[src/rtl/lab_config_sequencer.sv]
// Serial configuration loader: deserialises a bit stream into a shadow array and commits it atomically.
// Optional per-word even parity is enabled by defining LAB_CONFIG_PARITY_EN.
module lab_config_sequencer #(
  parameter int NUM_MACROCELLS = 16,
  parameter int CONFIG_WIDTH   = 13
) (
  input  logic                                   clock,
  input  logic                                   reset,
  input  logic                                   start,
  input  logic                                   abort,
  input  logic                                   bit_data,
  input  logic                                   bit_valid,
  output logic                                   bit_ready,
  output logic                                   busy,
  output logic                                   done,
  output logic                                   error,
  output logic [NUM_MACROCELLS*CONFIG_WIDTH-1:0] config_active
);

  localparam int TOTAL = NUM_MACROCELLS * CONFIG_WIDTH;
  localparam int BW    = $clog2(CONFIG_WIDTH);
  localparam int WW    = $clog2(NUM_MACROCELLS);
  localparam int IW    = $clog2(TOTAL);

`ifdef LAB_CONFIG_PARITY_EN
  typedef enum logic [1:0] {IDLE = 2'd0, LOAD = 2'd1, PARITY = 2'd2, COMMIT = 2'd3} state_t;
  logic parity_acc;
  logic parity_bad;
`else
  typedef enum logic [1:0] {IDLE = 2'd0, LOAD = 2'd1, COMMIT = 2'd3} state_t;
`endif

  state_t          state;
  state_t          next_state;
  logic [BW-1:0]   bit_cnt;
  logic [WW-1:0]   word_cnt;
  logic [TOTAL-1:0] shadow;
  logic [IW-1:0]   bit_idx;
  logic            take;
  logic            bit_last;
  logic            word_last;

  // Handshake qualifiers and shadow write index
  always_comb begin
    take      = bit_valid && bit_ready && !abort;
    bit_last  = (bit_cnt == BW'(CONFIG_WIDTH - 1));
    word_last = (word_cnt == WW'(NUM_MACROCELLS - 1));
    bit_idx   = IW'(word_cnt) * IW'(CONFIG_WIDTH) + IW'(bit_cnt);
`ifdef LAB_CONFIG_PARITY_EN
    parity_bad = parity_acc ^ bit_data;
`endif
  end

  // Next-state decode
  always_comb begin
    next_state = state;
    case (state)
      IDLE: begin
        if (start) next_state = LOAD;
        else       next_state = IDLE;
      end
      LOAD: begin
        if (abort) begin
          next_state = IDLE;
        end else if (take && bit_last) begin
`ifdef LAB_CONFIG_PARITY_EN
          next_state = PARITY;
`else
          next_state = word_last ? COMMIT : LOAD;
`endif
        end else begin
          next_state = LOAD;
        end
      end
`ifdef LAB_CONFIG_PARITY_EN
      PARITY: begin
        if (abort)           next_state = IDLE;
        else if (!take)      next_state = PARITY;
        else if (parity_bad) next_state = IDLE;
        else                 next_state = word_last ? COMMIT : LOAD;
      end
`endif
      COMMIT:  next_state = IDLE;
      default: next_state = IDLE;
    endcase
  end

  // State, counters, shadow array and registered status outputs
  always_ff @(posedge clock) begin
    if (reset) begin
      state         <= IDLE;
      bit_cnt       <= '0;
      word_cnt      <= '0;
      shadow        <= '1;
      config_active <= '1;
      bit_ready     <= 1'b0;
      busy          <= 1'b0;
      done          <= 1'b0;
      error         <= 1'b0;
`ifdef LAB_CONFIG_PARITY_EN
      parity_acc    <= 1'b0;
`endif
    end else begin
      state     <= next_state;
      bit_ready <= (next_state == LOAD)
`ifdef LAB_CONFIG_PARITY_EN
                   || (next_state == PARITY)
`endif
                   ;
      busy      <= (next_state != IDLE);
      done      <= (state == COMMIT);
      case (state)
        IDLE: begin
          if (start) begin
            bit_cnt  <= '0;
            word_cnt <= '0;
            error    <= 1'b0;
`ifdef LAB_CONFIG_PARITY_EN
            parity_acc <= 1'b0;
`endif
          end
        end
        LOAD: begin
          if (take) begin
            shadow[bit_idx] <= bit_data;
`ifdef LAB_CONFIG_PARITY_EN
            parity_acc <= parity_acc ^ bit_data;
`endif
            if (bit_last) begin
              bit_cnt <= '0;
`ifndef LAB_CONFIG_PARITY_EN
              word_cnt <= word_cnt + WW'(1);
`endif
            end else begin
              bit_cnt <= bit_cnt + BW'(1);
            end
          end
        end
`ifdef LAB_CONFIG_PARITY_EN
        PARITY: begin
          if (take) begin
            parity_acc <= 1'b0;
            if (parity_bad) error    <= 1'b1;
            else            word_cnt <= word_cnt + WW'(1);
          end
        end
`endif
        COMMIT:  config_active <= shadow;
        default: ;
      endcase
    end
  end

endmodule
[config.mk]
export PLATFORM = sky130hd
export DESIGN_NAME = lab_config_sequencer
export DESIGN_NICKNAME = d
export VERILOG_FILES = /design/src/rtl/lab_config_sequencer.sv
export SDC_FILE = /design/constraint.sdc
export NUM_CORES = 1
export LEC_CHECK = 0
export CELL_PAD_IN_SITES_DETAIL_PLACEMENT = 1
export CELL_PAD_IN_SITES_GLOBAL_PLACEMENT = 1
export CORE_UTILIZATION = 35
export CTS_CLUSTER_SIZE = 8
export DETAILED_ROUTE_END_ITERATION = 16
export DONT_BUFFER_PORTS = 1
export MAX_ROUTING_LAYER = met4
export PLACE_DENSITY_LB_ADDON = 0.1
export SETUP_SLACK_MARGIN = 0.5
export SYNTH_ARGS = -nofsm -noshare
export SYNTH_HDL_FRONTEND = slang
export SYNTH_SLANG_ARGS = --single-unit
[constraint.sdc]
create_clock -name clock -period 10.4 [get_ports clock]
set_clock_uncertainty 0.15 [all_clocks]
set_input_delay 2.6 -clock clock [delete_from_list [all_inputs] [get_ports clock]]
set_output_delay 2.6 -clock clock [all_outputs]
set_load 0.02 [all_outputs]
# Word-level counts from Yosys, hierarchy flattened
# Cells that the tools add are included.
classes:
  addsub: 3
  n_mul: 1
  n_lt_le_gt_ge: 2
  n_eq_ne: 8
  mux: 15
  n_reduce_logical: 11
ops:
  columns: ["op", "n"]
  rows:
  - ["bitwise mux 208 bit", 1]
  - ["two-way mux 4 bit", 5]
  - ["case mux 4 bit (2 select lines)", 2]
  - ["< comparator 8 x 9 -> 1 bit (second input constant)", 1]
  - ["adder 4 x 1 -> 4 bit (second input constant)", 2]
  - ["adder 8 x 4 -> 8 bit", 1]
  - ["demux 1 bit (select 8 bit)", 1]
  - ["equality test 4 bit (second input constant)", 2]
  - ["greater-or-equal comparator 8 x 1 -> 1 bit (second input constant)", 1]
  - ["multiplier 4 x 4 -> 8 bit (second input constant)", 1]
  - ["two-way mux 2 bit", 3]
  - ["!= test 2 bit (second input constant)", 3]
  - ["equality test 2 x 1 -> 1 bit (second input constant)", 2]
  - ["logical AND 1 bit", 4]
  - ["case mux 2 bit (2 select lines)", 1]
  - ["AND reduction 4 bit", 1]
  - ["nonzero test 2 bit", 2]
  - ["AND reduction 3 bit", 1]
  - ["equality test 2 bit (second input constant)", 1]
  - ["logical NOT 2 bit", 1]
  - ["two-way mux 1 bit", 2]
  - ["AND reduction 2 bit", 1]
  - ["logical NOT 1 bit", 1]
totals:
  reg_bits: 429
  inputBits: 6
  out_inout_bits: 212
  word_cells: 48

# Longest topological paths before layout
# Gate-level depths: netlist of the first run.
logic_depth:
  word_depth: 7
  ltp_mapped: 14

# Worst setup path before layout of the first run
# No wires, ideal clock.
synth_path:
  path_kind: "input port to flip-flop"
  start: "in abort"
  end: "reg shadow[132]"
  setup_time_ns: 0.074
  arrival_time_ns: 4.153
  required_time_ns: 10.176
  setup_slack_ns: 6.023
  path_stages: 7
  n_path_buf: 1
  path_cell_list: "nand3b_1 or2_1 clkbuf_1 or4_1 nor3_2 a211oi_1 a31oi_1"
synth_via:
  elab_chain_len: 3
synth_lines:
  columns: ["item", "line", "source"]
  rows:
  - ["start: declaration", "10", "input logic abort,"]
  - ["logical NOT 1 bit", "45", "take = bit_valid && bit_ready && !abort;"]
  - ["logical AND 1 bit", "45", null]
  - ["AND reduction 2 bit (no source line)", null, null]
  - ["end signal: indexed assignment", "125", "shadow[bit_idx] <= bit_data;"]
  - ["end: declaration", "37", "logic [TOTAL-1:0] shadow;"]
# No other way between the ends.
# A chain may end at the register's enable or synchronous reset.

# Final worst setup path of the first run
layout_path:
  start: "reg word_cnt[0]"
  end: "reg shadow[158]"
layout_via:
  elab_chain_len: 7
  elab_cells_between_ends: 8
  classes_between: "add/sub: 1; mul: 1; order compare: 2; mux: 3; reduce/logical: 1"
layout_lines:
  columns: ["item", "line", "source"]
  rows:
  - ["start: declaration", "36", "logic [WW-1:0] word_cnt;"]
  - ["start signal: assignment", "132", "word_cnt <= word_cnt + WW'(1);"]
  - ["multiplier 4 x 4 -> 8 bit *", "48", "bit_idx = IW'(word_cnt) * IW'(CONFIG_WIDTH) + IW'(bit_cnt);"]
  - ["adder 8 x 4 -> 8 bit *", "48", null]
  - ["< comparator 8 x 9 -> 1 bit (not written as such) / greater-or-equal comparator 8 x 1 -> 1 bit (equally long branches)", "125", null]
  - ["logical AND 1 bit (not written as such)", "125", null]
  - ["two-way mux 1 bit (not written as such)", "125", null]
  - ["demux 1 bit (select 8 bit) *", "125", null]
  - ["bitwise mux 208 bit *", "125", null]
# Every way passes the cells marked *; elsewhere a longest branch is shown, timed or not.

==> results of run 1 <==
==> worst min-delay path, delay by kind of cell, from the launching register on <==
kind             cells  cell delay, ns
AND/OR/NAND/NOR      1            0.04
multiplexers         1            0.11
flip-flops           1            0.31
==> flip-flops by register name, indices dropped and copies added (netlist names) <==
register,count
config_active,208
shadow,208
bit_cnt,4
word_cnt,4
state,2
bit_ready,1
busy,1
done,1
==> area by class of cell <==
cell class,count,area (sq um)
tap,664,831
multi-input combinational,1083,7920
fill,5407,29700
timing repair buffer,28,214
clock inverter,2,25.0
sequential,429,8600
inverter,11,41.3
clock buffer,65,1520
==> layer usage <==
layer  part of all wire (%)  vias to the layer above
li1                       -                     6262
met1                     46                     6900
met2                     47                      245
met3                    4.7                       75
met4                    1.8                        0
met5                      0                        -
==> cell families after synthesis <==
| group | Yosys count | synth area share (%) |
|---|---|---|
| AO/OA/AOI/OAI | 436 | 20.3 |
| XOR/XNOR | 12 | 0.608 |
| adder cells (fa/ha/maj) | 24 | 1.82 |
| buffers and inverters | 240 | 5.48 |
| flip-flops | 429 | 49.6 |
| multiplexers | 106 | 6.13 |
| other | 1 | 0.0217 |
| AND/OR/NAND/NOR | 504 | 16.0 |
==> power by group through the flow <==
| stage | Combinational (mW) | Sequential [mW] | Clock (mW) |
|---|---|---|---|
| 2_1_floorplan | 0.0546 | 1.68 | 0 |
| 3_3_place_gp | 0.0499 | 1.68 | 0 |
| 3_5_place_dp | 0.0502 | 1.68 | 0 |
| 4_1_cts | 0.0503 | 1.65 | 1.76 |
| 5_1_grt | 0.0529 | 1.65 | 1.82 |
| 6_report | 0.0489 | 1.65 | 1.71 |
==> placed cells by master (no fill, tap or decap), drive strengths merged, types with 2 or more instances in the layout <==
cell type / instances
dfxtp: 429
and3: 215
a211o: 208
nor2: 131
mux2i: 106
a31oi: 101
nand3: 78
a311oi: 78
clkbuf: 65
nand4: 33
a211oi: 28
buf: 28
ha: 22
inv: 12
and2: 9
nor4: 8
nand2b: 7
nand2: 7
xor2: 7
a21oi: 6
xnor2: 5
o21ai: 4
o21a: 3
nor3b: 3
nor3: 3
nand4b: 2
or2: 2
a41oi: 2
fa: 2
==> metrics by stage <==
stage / worst slack (ns) / util [%] / hold slack (ns) / total power, mW
floorplan: 6.02 / - / 0.319 / 1.74
global placement: 4.84 / 36.0 / 0.336 / 1.73
detailed placement: 4.97 / 36.0 / 0.352 / 1.73
CTS: 5.26 / 39.2 / 0.362 / 3.46
global route: 4.96 / 39.2 / 0.376 / 3.52
finish: 5.30 / 39.2 / 0.358 / 3.41
==> how the worst max path moves through the flow <==
stage | startpoint | endpoint | slack (ns) | cells past startpoint
3_3_place_gp | abort | shadow[5] | 4.84 | 6
4_1_cts | word_cnt[0] | shadow[158] | 5.26 | 12
3_5_place_dp | abort | shadow[56] | 4.97 | 6
2_1_floorplan | abort | shadow[132] | 6.02 | 7
6_report | word_cnt[0] | shadow[158] | 5.30 | 12
5_1_grt | word_cnt[0] | shadow[147] | 4.96 | 12
==> metrics.md, run 1 <==
| Metric | Value |
|---|---|
| Worst Reg-to-Reg Cells | 12 |
| Global-route wire length before repair | 89.5 mm |
| Area delta synth->final | 10.7% |
| Cts bufs inserted | 59 |
| Mapped Cells | 1,752 |
| Cell chain of the critical path | ha_1 -> ha_1 -> fa_1 -> ha_1 -> a211oi_1 -> nor2_1 -> xnor2_2 -> buf_4 -> nor2_4 -> buf_4 -> and2_0 -> a31oi_1 |
| DRT antenna net count | 0 |
| Initial antenna violation count | 1 |
| Final wirelength | 59.3 mm |
| CTS Root Cell | clkbuf_16 |
| Max transition margin | 13.7% |
| Largest net degree at the start of global routing | 427 |
| Top cell type by total area after synthesis | dfxtp_1 |
| IO Pins | 218 |
| Met1 Usage GRT | 31.2% |
| Top-count cell post-synth | dfxtp_1 |
| Die footprint | 50,300 sq um |
| DR iter-0 viols | 859 |
| Post-synthesis area per instance | 9.87 sq um |
| Internal Power | 2.66 mW |
| Die height | 224 um |
| Core Area | 48,800 sq um |
| Synth Flop Type | dfxtp_1 |
| H-tree depth | 2 |
| Kind of critical path | reg2reg |
| Nets | 1,642 |
| Fin. Hold Viols | 0 |
| Sw Pwr | 744 uW |
| IO buf count | 0 |
| CP Capture Type | register |
| Routed WL per cell | 26.0 um |
| Synth unique cells | 51 |
| N_diodes | 0 |
| Worst-Skew Late Latency | 0.61 ns |
| Fmax | 196 MHz |
| Via-per-instance ratio | 5.91 |
| GRT overflow | 0 |
| Post-synth EDFFs | 0 |
| Final worst-path cycle share | 49.0% |
| RSZ-0062 raised after global routing | false |
| Leakage | 7.82 nW |
| Worst-path clk slew | 0.06 ns |
| Critical path arrival | 5.36 ns |
| Worst flop-to-flop path startpoint | word_cnt[0] |
| Starting Density | 35.4% |
| Max IR drop VDD | 0.116 mV |
| Num rows | 81 |
| Share of cells above drive strength 1 | 7.54% |
| Min-Delay Path Depth | 2 |
| Total iterations of the first detailed-routing run | 7 |
| Global placer's final weighted congestion | 0.740 |
| Clock Sinks | 429 |
| Status | complete, no violations |
| # DRC | 0 |
| Die width | 224 um |
| Post-Place Cells | 2,215 |
| Register share of total power | 48.4% |
| DP HPWL | 33.2 mm |
| CTS tree | done |
| Reg-to-Reg End | shadow[158] |
| Max cap viols | 0 |
| R2r setup slk | 5.30 ns |
| Yosys top cell area share | 49.6% |
| Hold crit path type | reg2reg |
| Synth top area cells | dfxtp_1 (50%), a211o_1 (11%), and3_1 (7.8%) |
| Post-cts resize count | 0 |
| WHS Endpoint | shadow[146] |
| Busiest layer in global routing | met2 |
| YS warnings | 0 |
| DP Area | 17,600 sq um |
| Final setup viols | 0 |
| Net count after synthesis | 1,782 |
| Met3 global-route usage | 4.43% |
| Sequential-to-total area share from yosys stat | 49.6% |
| Setup TNS | 0 ns |
| Fin area | 19,100 sq um |
| Worst path bufs/invs | 2 |
| Worst path most repeated cell | ha_1 |
| Switching share of power | 21.8% |
| Ys async rst share | 0% |
| Non-filler instance count after layout | 2,282 |
| Maximum buffer depth of the clock tree | 3 |
| Critical path's top delay family | simple AND/OR/NAND/NOR gates |
| Worst Path Required | 10.66 ns |
| CP startpoint kind | register |
| CTS Hold Bufs | 0 |
| Combinational fraction of design power | 1.4% |
| Vias post-DR | 13,500 |
| Clock Power Share | 50.2% |
| GRT Total Usage | 23.8% |
| CP Max Fanout | 39 |
| Worst Tran Pin Value | 1.28 ns |
| Hold wc startpoint | shadow[146] |
| Synthesized area | 17,300 sq um |
| PD cells | 178 nW/um^2 |
| FF+latch count, synth | 429 |
| Vias in the first global route | 13,700 |
| Minimum clock period | 5.10 ns |
| Slew Viols, Final | 0 |
| Top cells by count, synth | dfxtp_1 (429), and3_1 (215), a211o_1 (208) |
| Post-CTS setup buffer count | 0 |
| Max incr delay on CP | 0.62 ns |
| Crit-path slowest cell | and2_0 |
| GRT met2 Usage | 37.6% |
(Power assumes the default switching activity.)
==> run 2, diff against run 1 <==
==> constraint.sdc (replaced) <==
create_clock -name clock -period 4.6 [get_ports clock]
set_clock_uncertainty 0.15 [all_clocks]
set_input_delay 1.15 -clock clock [delete_from_list [all_inputs] [get_ports clock]]
set_output_delay 1.15 -clock clock [all_outputs]
set_load 0.02 [all_outputs]
==> metrics.md, run 2 (same netlist as run 1, synthesis figures left out) <==
| Metric | Value |
|---|---|
| DRT antenna net count | 0 (unchanged) |
| Worst path most repeated cell | ha_1 (unchanged) |
| Share of cells above drive strength 1 | 11.0% (was 7.54%) |
| Die width | 224 um (unchanged) |
| Vias in the first global route | 13,700 (about the same) |
| Worst setup margin | 0.692 ns (was 5.30 ns) |
| Vias post-DR | 13,600 (was 13,500) |
| Die footprint | 50,300 sq um (unchanged) |
| Largest regs | config_active x208, shadow x208 (unchanged) |
| Status | complete, no violations (unchanged) |
| Max cap viols | 0 (unchanged) |
| Largest net degree at the start of global routing | 427 (unchanged) |
| Worst flop-to-flop path startpoint | word_cnt[0] (unchanged) |
| Total iterations of the first detailed-routing run | 4 (was 7) |
| Crit-path slowest cell | o32ai_2 (was and2_0) |
| Via-per-instance ratio | 5.85 (was 5.91) |
| R2r setup slk | 0.69 ns (was 5.30 ns) |
| Final setup viols | 0 (unchanged) |
| CP startpoint kind | register (unchanged) |
| Min-Delay Path Depth | 2 (unchanged) |
| Reg-to-Reg End | shadow[39] (was shadow[158]) |
| Worst-Skew Late Latency | 0.60 ns (was 0.61 ns) |
| Kind of critical path | reg2reg (unchanged) |
| Cts bufs inserted | 59 (unchanged) |
| PD cells | 390 nW/um^2 (was 178 nW/um^2) |
| N_diodes | 0 (unchanged) |
| Initial antenna violation count | 0 (was 1) |
| CTS tree | done (unchanged) |
| Final wirelength | 57.7 mm (was 59.3 mm) |
| Worst-path clk slew | 0.05 ns (was 0.06 ns) |
| Num rows | 81 (unchanged) |
| Core Area | 48,800 sq um (unchanged) |
| Area delta synth->final | 13.4% (was 10.7%) |
| Leading cell type in the layout, fill and taps excluded | dfxtp_1 (unchanged) |
| CTS Root Cell | clkbuf_16 (unchanged) |
| Hold crit path type | reg2reg (unchanged) |
| Clock Sinks | 429 (unchanged) |
| Final worst-path cycle share | 85.0% (was 49.0%) |
| Worst Reg-to-Reg Cells | 11 (was 12) |
| Max incr delay on CP | 0.56 ns (was 0.62 ns) |
| # DRC | 0 (unchanged) |
| Post-Route M1 WL | 27.1 mm (was 27.4 mm) |
| Routed WL per cell | 24.8 um (was 26.0 um) |
| WHS Endpoint | shadow[150] (was shadow[146]) |
| Hold WS | 0.356 ns (was 0.358 ns) |
| Starting Density | 35.4% (unchanged) |
| Critical path arrival | 4.23 ns (was 5.36 ns) |
| GRT overflow | 0 (unchanged) |
| Hold wc startpoint | shadow[150] (was shadow[146]) |
| CP Capture Type | register (unchanged) |
| H-tree depth | 2 (unchanged) |
| Top layer in use | met4 (unchanged) |
| Place WS | 0.387 ns (was 4.97 ns) |
| Worst Path Required | 4.92 ns (was 10.66 ns) |
| Die height | 224 um (unchanged) |
| DP Area | 17,900 sq um (was 17,600 sq um) |
| DP HPWL | 33.6 mm (was 33.2 mm) |
| Maximum buffer depth of the clock tree | 3 (unchanged) |
| GRT Total Usage | 23.0% (was 23.8%) |
| IO buf count | 0 (unchanged) |
| Met2 wire length | 26.3 mm (was 28.0 mm) |
| Fin. Hold Viols | 0 (unchanged) |
| Minimum clock period | 3.91 ns (was 5.10 ns) |
| Worst Tran Pin Value | 1.02 ns (was 1.28 ns) |
| Max IR drop VDD | 0.246 mV (was 0.116 mV) |
| Cell chain of the critical path | ha_1 -> ha_1 -> fa_1 -> ha_2 -> nand2b_1 -> a21oi_1 -> o32ai_2 -> or2_1 -> buf_4 -> nand4_1 -> mux2i_1 (was ha_1 -> ha_1 -> fa_1 -> ha_1 -> a211oi_1 -> nor2_1 -> xnor2_2 -> buf_4 -> nor2_4 -> buf_4 -> and2_0 -> a31oi_1) |
| Commonest cells after routing, fill and taps aside | dfxtp_1 (427), and3_1 (211), a211o_1 (208), nor2_1 (120), mux2i_1 (106) (was dfxtp_1 (427), and3_1 (214), a211o_1 (208), nor2_1 (121), mux2i_1 (106)) |
| RSZ-0062 raised after global routing | true (was false) |
| DR iter-0 viols | 759 (was 859) |
| Max transition margin | 32.0% (was 13.7%) |
| Slew Viols, Final | 0 (unchanged) |
| IO Pins | 218 (unchanged) |
| Leakage | 8.06 nW (was 7.82 nW) |
| Nets | 1,685 (was 1,642) |
| Fin area | 19,600 sq um (was 19,100 sq um) |
| Fmax | 256 MHz (was 196 MHz) |
| CP Max Fanout | 32 (was 39) |
| Setup TNS | 0 ns (unchanged) |
| Global placer's final weighted congestion | 0.827 (was 0.740) |
| Global-route wire length before repair | 87.1 mm (was 89.5 mm) |
| Met3 wire len | 2.80 mm (was 2.77 mm) |
## run 2: changes by cell type in the layout (fill, tap and decap cells not counted), sizes merged
cell / change
buf: +42
clkbuf: -3
inv: +2
clkinv: -1
o21a: +1
## run 2: worst max path at each step
| stage | start | end | slack, ns | depth (start not counted) |
|---|---|---|---|---|
| final | word_cnt[0] | shadow[39] | 0.69 | 11 |
| after global routing | word_cnt[0] | shadow[43] | 0.49 | 11 |
| after CTS | word_cnt[0] | shadow[196] | 0.49 | 10 |
| after detailed placement | word_cnt[0] | shadow[112] | 0.39 | 10 |
| after global placement | word_cnt[0] | shadow[14] | 0.45 | 11 |
| after floorplan | word_cnt[0] | shadow[196] | 0.95 | 12 |
## run 2: where the power goes
part	internal (mW)	switching [mW]	total, mW
sequential	3.72	0.0139	3.74
clock	2.25	1.56	3.82
combinational	0.0221	0.0784	0.101
## run 2: per-layer routing
layer / up-vias / track usage (%)
met5: - / -
met1: 6877 / 30.2
met4: 0 / 6.67
met3: 89 / 5.21
li1: 6370 / -
met2: 261 / 35.2
## run 2: what timing repair did
| action | 4_1_cts | 5_1_grt |
|---|---|---|
| hold buffers | 0 | 0 |
| cloned | 0 | 1 |
| setup endpoints to repair | 128 | 180 |
| gates resized for setup | 9 | 19 |
| buffers inserted | 0 | 14 |
| pin swaps | 0 | 4 |
## run 2: area by class of cell
type	count	area, sq um
clock buffers	62	1500
well taps	664	831
clock inverters	3	26.3
inverters	11	41.3
repair buffers	70	608
multi-input cells	1084	8020
flip-flops and latches	429	8600
fillers	5373	29200
## run 2: worst max-delay path, delay by kind of cell (launching register included)
| kind | cells | cell delay (ns) |
|---|---|---|
| and+or+nand+nor | 3 | 0.55 |
| muxes | 1 | 0.17 |
| adders and majority gates | 4 | 1.43 |
| buffers and inverters | 1 | 0.34 |
| DFF | 1 | 0.44 |
| AOI/OAI and AO/OA | 2 | 0.67 |
## run 2: per-stage QoR
step / util, % / power [mW] / cells
CTS: 39.8 / 7.76 / 2308
finish: 40.2 / 7.66 / 2323
floorplan: - / 3.93 / 1752
global placement: 36.6 / 3.91 / 2243
detailed placement: 36.6 / 3.91 / 2243
global route: 40.2 / 7.92 / 2323
==> run 3, diff against run 2 <==
==> constraint.sdc (replaced) <==
create_clock -name clock -period 3.5 [get_ports clock]
set_clock_uncertainty 0.15 [all_clocks]
set_input_delay 0.875 -clock clock [delete_from_list [all_inputs] [get_ports clock]]
set_output_delay 0.875 -clock clock [all_outputs]
set_load 0.02 [all_outputs]
==> metrics.md, run 3 (same netlist as run 1, synthesis figures left out) <==
| Metric | Value |
|---|---|
| Fin. Hold Viols | 0 (unchanged) |
| PD cells | 449 nW/um^2 (was 390 nW/um^2) |
| N_diodes | 0 (unchanged) |
| IO buf count | 0 (unchanged) |
| Setup TNS | -0.103 ns (was 0 ns) |
| Crit path from | word_cnt[1] (was word_cnt[0]) |
| Final worst-path cycle share | 101% (was 85.0%) |
| Worst-path clk slew | 0.06 ns (was 0.05 ns) |
| Global placer's final weighted congestion | 0.778 (was 0.827) |
| CTS Hold Bufs | 0 (unchanged) |
| Worst flop-to-flop path startpoint | word_cnt[1] (was word_cnt[0]) |
| Initial antenna violation count | 0 (unchanged) |
| Hold wc startpoint | reset (was shadow[150]) |
| R2r setup slk | -0.04 ns (was 0.69 ns) |
| Layout Utilization | 46.2% (was 40.2%) |
| GRT Total Usage | 23.5% (was 23.0%) |
| DP HPWL | 34.4 mm (was 33.6 mm) |
| Largest regs | config_active x208, shadow x208 (unchanged) |
| Failing checks | setup timing |
| RSZ-0062 raised after global routing | true (unchanged) |
| Die height | 224 um (unchanged) |
| Final setup viols | 11 (was 0) |
| Leading cell type in the layout, fill and taps excluded | dfxtp_1 (unchanged) |
| Non-filler instance count after layout | 2,418 (was 2,323) |
| Worst setup margin | -0.0372 ns (was 0.692 ns) |
| CP Capture Type | register (unchanged) |
| Commonest cells after routing, fill and taps aside | dfxtp_1 (424), and3_1 (211), a211o_1 (208), nor2_1 (116), mux2i_1 (106) (was dfxtp_1 (427), and3_1 (211), a211o_1 (208), nor2_1 (120), mux2i_1 (106)) |
| CP startpoint kind | register (unchanged) |
| Vias in the first global route | 14,100 (was 13,700) |
| Slew Viols, Final | 0 (unchanged) |
| Max transition margin | 25.5% (was 32.0%) |
| Kind of critical path | reg2reg (unchanged) |
| Post-Place Cells | 2,286 (was 2,243) |
| GRT overflow | 0 (unchanged) |
| Die width | 224 um (unchanged) |
| Cts bufs inserted | 59 (unchanged) |
| Max IR drop VDD | 0.331 mV (was 0.246 mV) |
| Worst Tran Pin Value | 1.12 ns (was 1.02 ns) |
| Num rows | 81 (unchanged) |
| Status | complete, but fails checks (was complete, no violations) |
| DP Area | 19,000 sq um (was 17,900 sq um) |
| Largest net degree at the start of global routing | 427 (unchanged) |
| Max cap viols | 0 (unchanged) |
| Clock Sinks | 429 (unchanged) |
| Vias post-DR | 14,100 (was 13,600) |
| Routed WL per cell | 25.1 um (was 24.8 um) |
| H-tree depth | 2 (unchanged) |
| DR iter-0 viols | 880 (was 759) |
| Maximum buffer depth of the clock tree | 3 (unchanged) |
| Fmax | 283 MHz (was 256 MHz) |
| Final wirelength | 60.6 mm (was 57.7 mm) |
| Via-per-instance ratio | 5.84 (was 5.85) |
| Share of cells above drive strength 1 | 25.3% (was 11.0%) |
| CTS Root Cell | clkbuf_16 (unchanged) |
| Nets | 1,780 (was 1,685) |
| Minimum clock period | 3.54 ns (was 3.91 ns) |
| Core Area | 48,800 sq um (unchanged) |
| Total iterations of the first detailed-routing run | 5 (was 4) |
| # DRC | 0 (unchanged) |
| Hold crit path type | in2reg (was reg2reg) |
| DRT antenna net count | 0 (unchanged) |
| Worst Path Required | 3.82 ns (was 4.92 ns) |
| Fin area | 22,600 sq um (was 19,600 sq um) |
| Worst-Skew Late Latency | 0.62 ns (was 0.60 ns) |
| Starting Density | 35.4% (unchanged) |
| IO Pins | 218 (unchanged) |
| Place WS | -0.147 ns (was 0.387 ns) |
| Die footprint | 50,300 sq um (unchanged) |
| Critical path arrival | 3.86 ns (was 4.23 ns) |
| Area delta synth->final | 30.5% (was 13.4%) |
| Leakage | 8.90 nW (was 8.06 nW) |
| Global-route wire length before repair | 89.6 mm (was 87.1 mm) |
| CTS tree | done (unchanged) |
| CP Max Fanout | 6 (was 32) |
-- run 3: cell count changes in the layout (fill, tap and decap cells not counted), moves of 12 or more --
| cell | delta |
|---|---|
| nand3_1 | -69 |
| a311oi_1 | -43 |
| a311oi_2 | +43 |
| nand3_2 | +37 |
| buf_12 | +33 |
| nand3_4 | +32 |
| buf_6 | +25 |
| a211oi_1 | -18 |
| a211oi_2 | +15 |
| clkbuf_16 | +15 |
| buf_4 | +14 |
| a31oi_1 | -12 |
-- run 3: power by group --
part           internal, mW  leakage, nW  switching (mW)
Sequential             4.89         3.48          0.0131
Clock                  3.00        0.760            2.06
Combinational        0.0392         4.67           0.116
Total                  7.94         8.90            2.19
-- run 3: metal layers --
metal	GRT usage (%)	share of wire, %	vias up
li1	-	-	6571
met3	4.53	5.0	94
met1	31.5	46	7155
met2	36.2	46	290
met4	6.50	2.3	0
met5	-	0	-
-- run 3: cell type report --
| type | count | area (sq um) |
|---|---|---|
| Inverter | 11 | 41.3 |
| Timing Repair Buffer | 166 | 2190 |
| Fill cell | 5184 | 26300 |
| Clock buffer | 63 | 1520 |
| Sequential cell | 429 | 8610 |
| Multi-Input combinational cell | 1083 | 9360 |
| Tap cell | 664 | 831 |
| Clock inverter | 2 | 25.0 |
-- run 3: metrics by stage --
step | hold slack [ns] | power (mW)
3_3_place_gp | 0.338 | 5.15
5_1_grt | 0.205 | 10.5
3_5_place_dp | 0.350 | 5.15
2_1_floorplan | 0.321 | 5.16
4_1_cts | 0.207 | 10.3
6_report | 0.211 | 10.1
-- run 3: path summary, 6_finish.rpt --
check / to / depth (start not counted)
setup / recovery: shadow[159] / 12
hold reg to reg: shadow[2] / 2
hold / removal: done / 1
setup reg to reg: shadow[159] / 12
-- run 3: what timing repair did --
| action | CTS | global route |
|---|---|---|
| setup endpoints to repair | 208 | 208 |
| resized for setup | 110 | 100 |
| setup buffers | 17 | 27 |
| gates cloned | 7 | 16 |
| pin swaps | 26 | 40 |
-- run 3: worst max-delay path: stages (launching register included) --
cell,delay (ns)
dfxtp_4,0.35
ha_4,0.28
ha_4,0.20
fa_1,0.48
ha_4,0.33
o21ai_4,0.06
or4b_4,0.55
o2111ai_4,0.16
nor3_4,0.10
buf_6,0.15
clkbuf_16,0.15
a311oi_1,0.33
a31oi_1,0.09
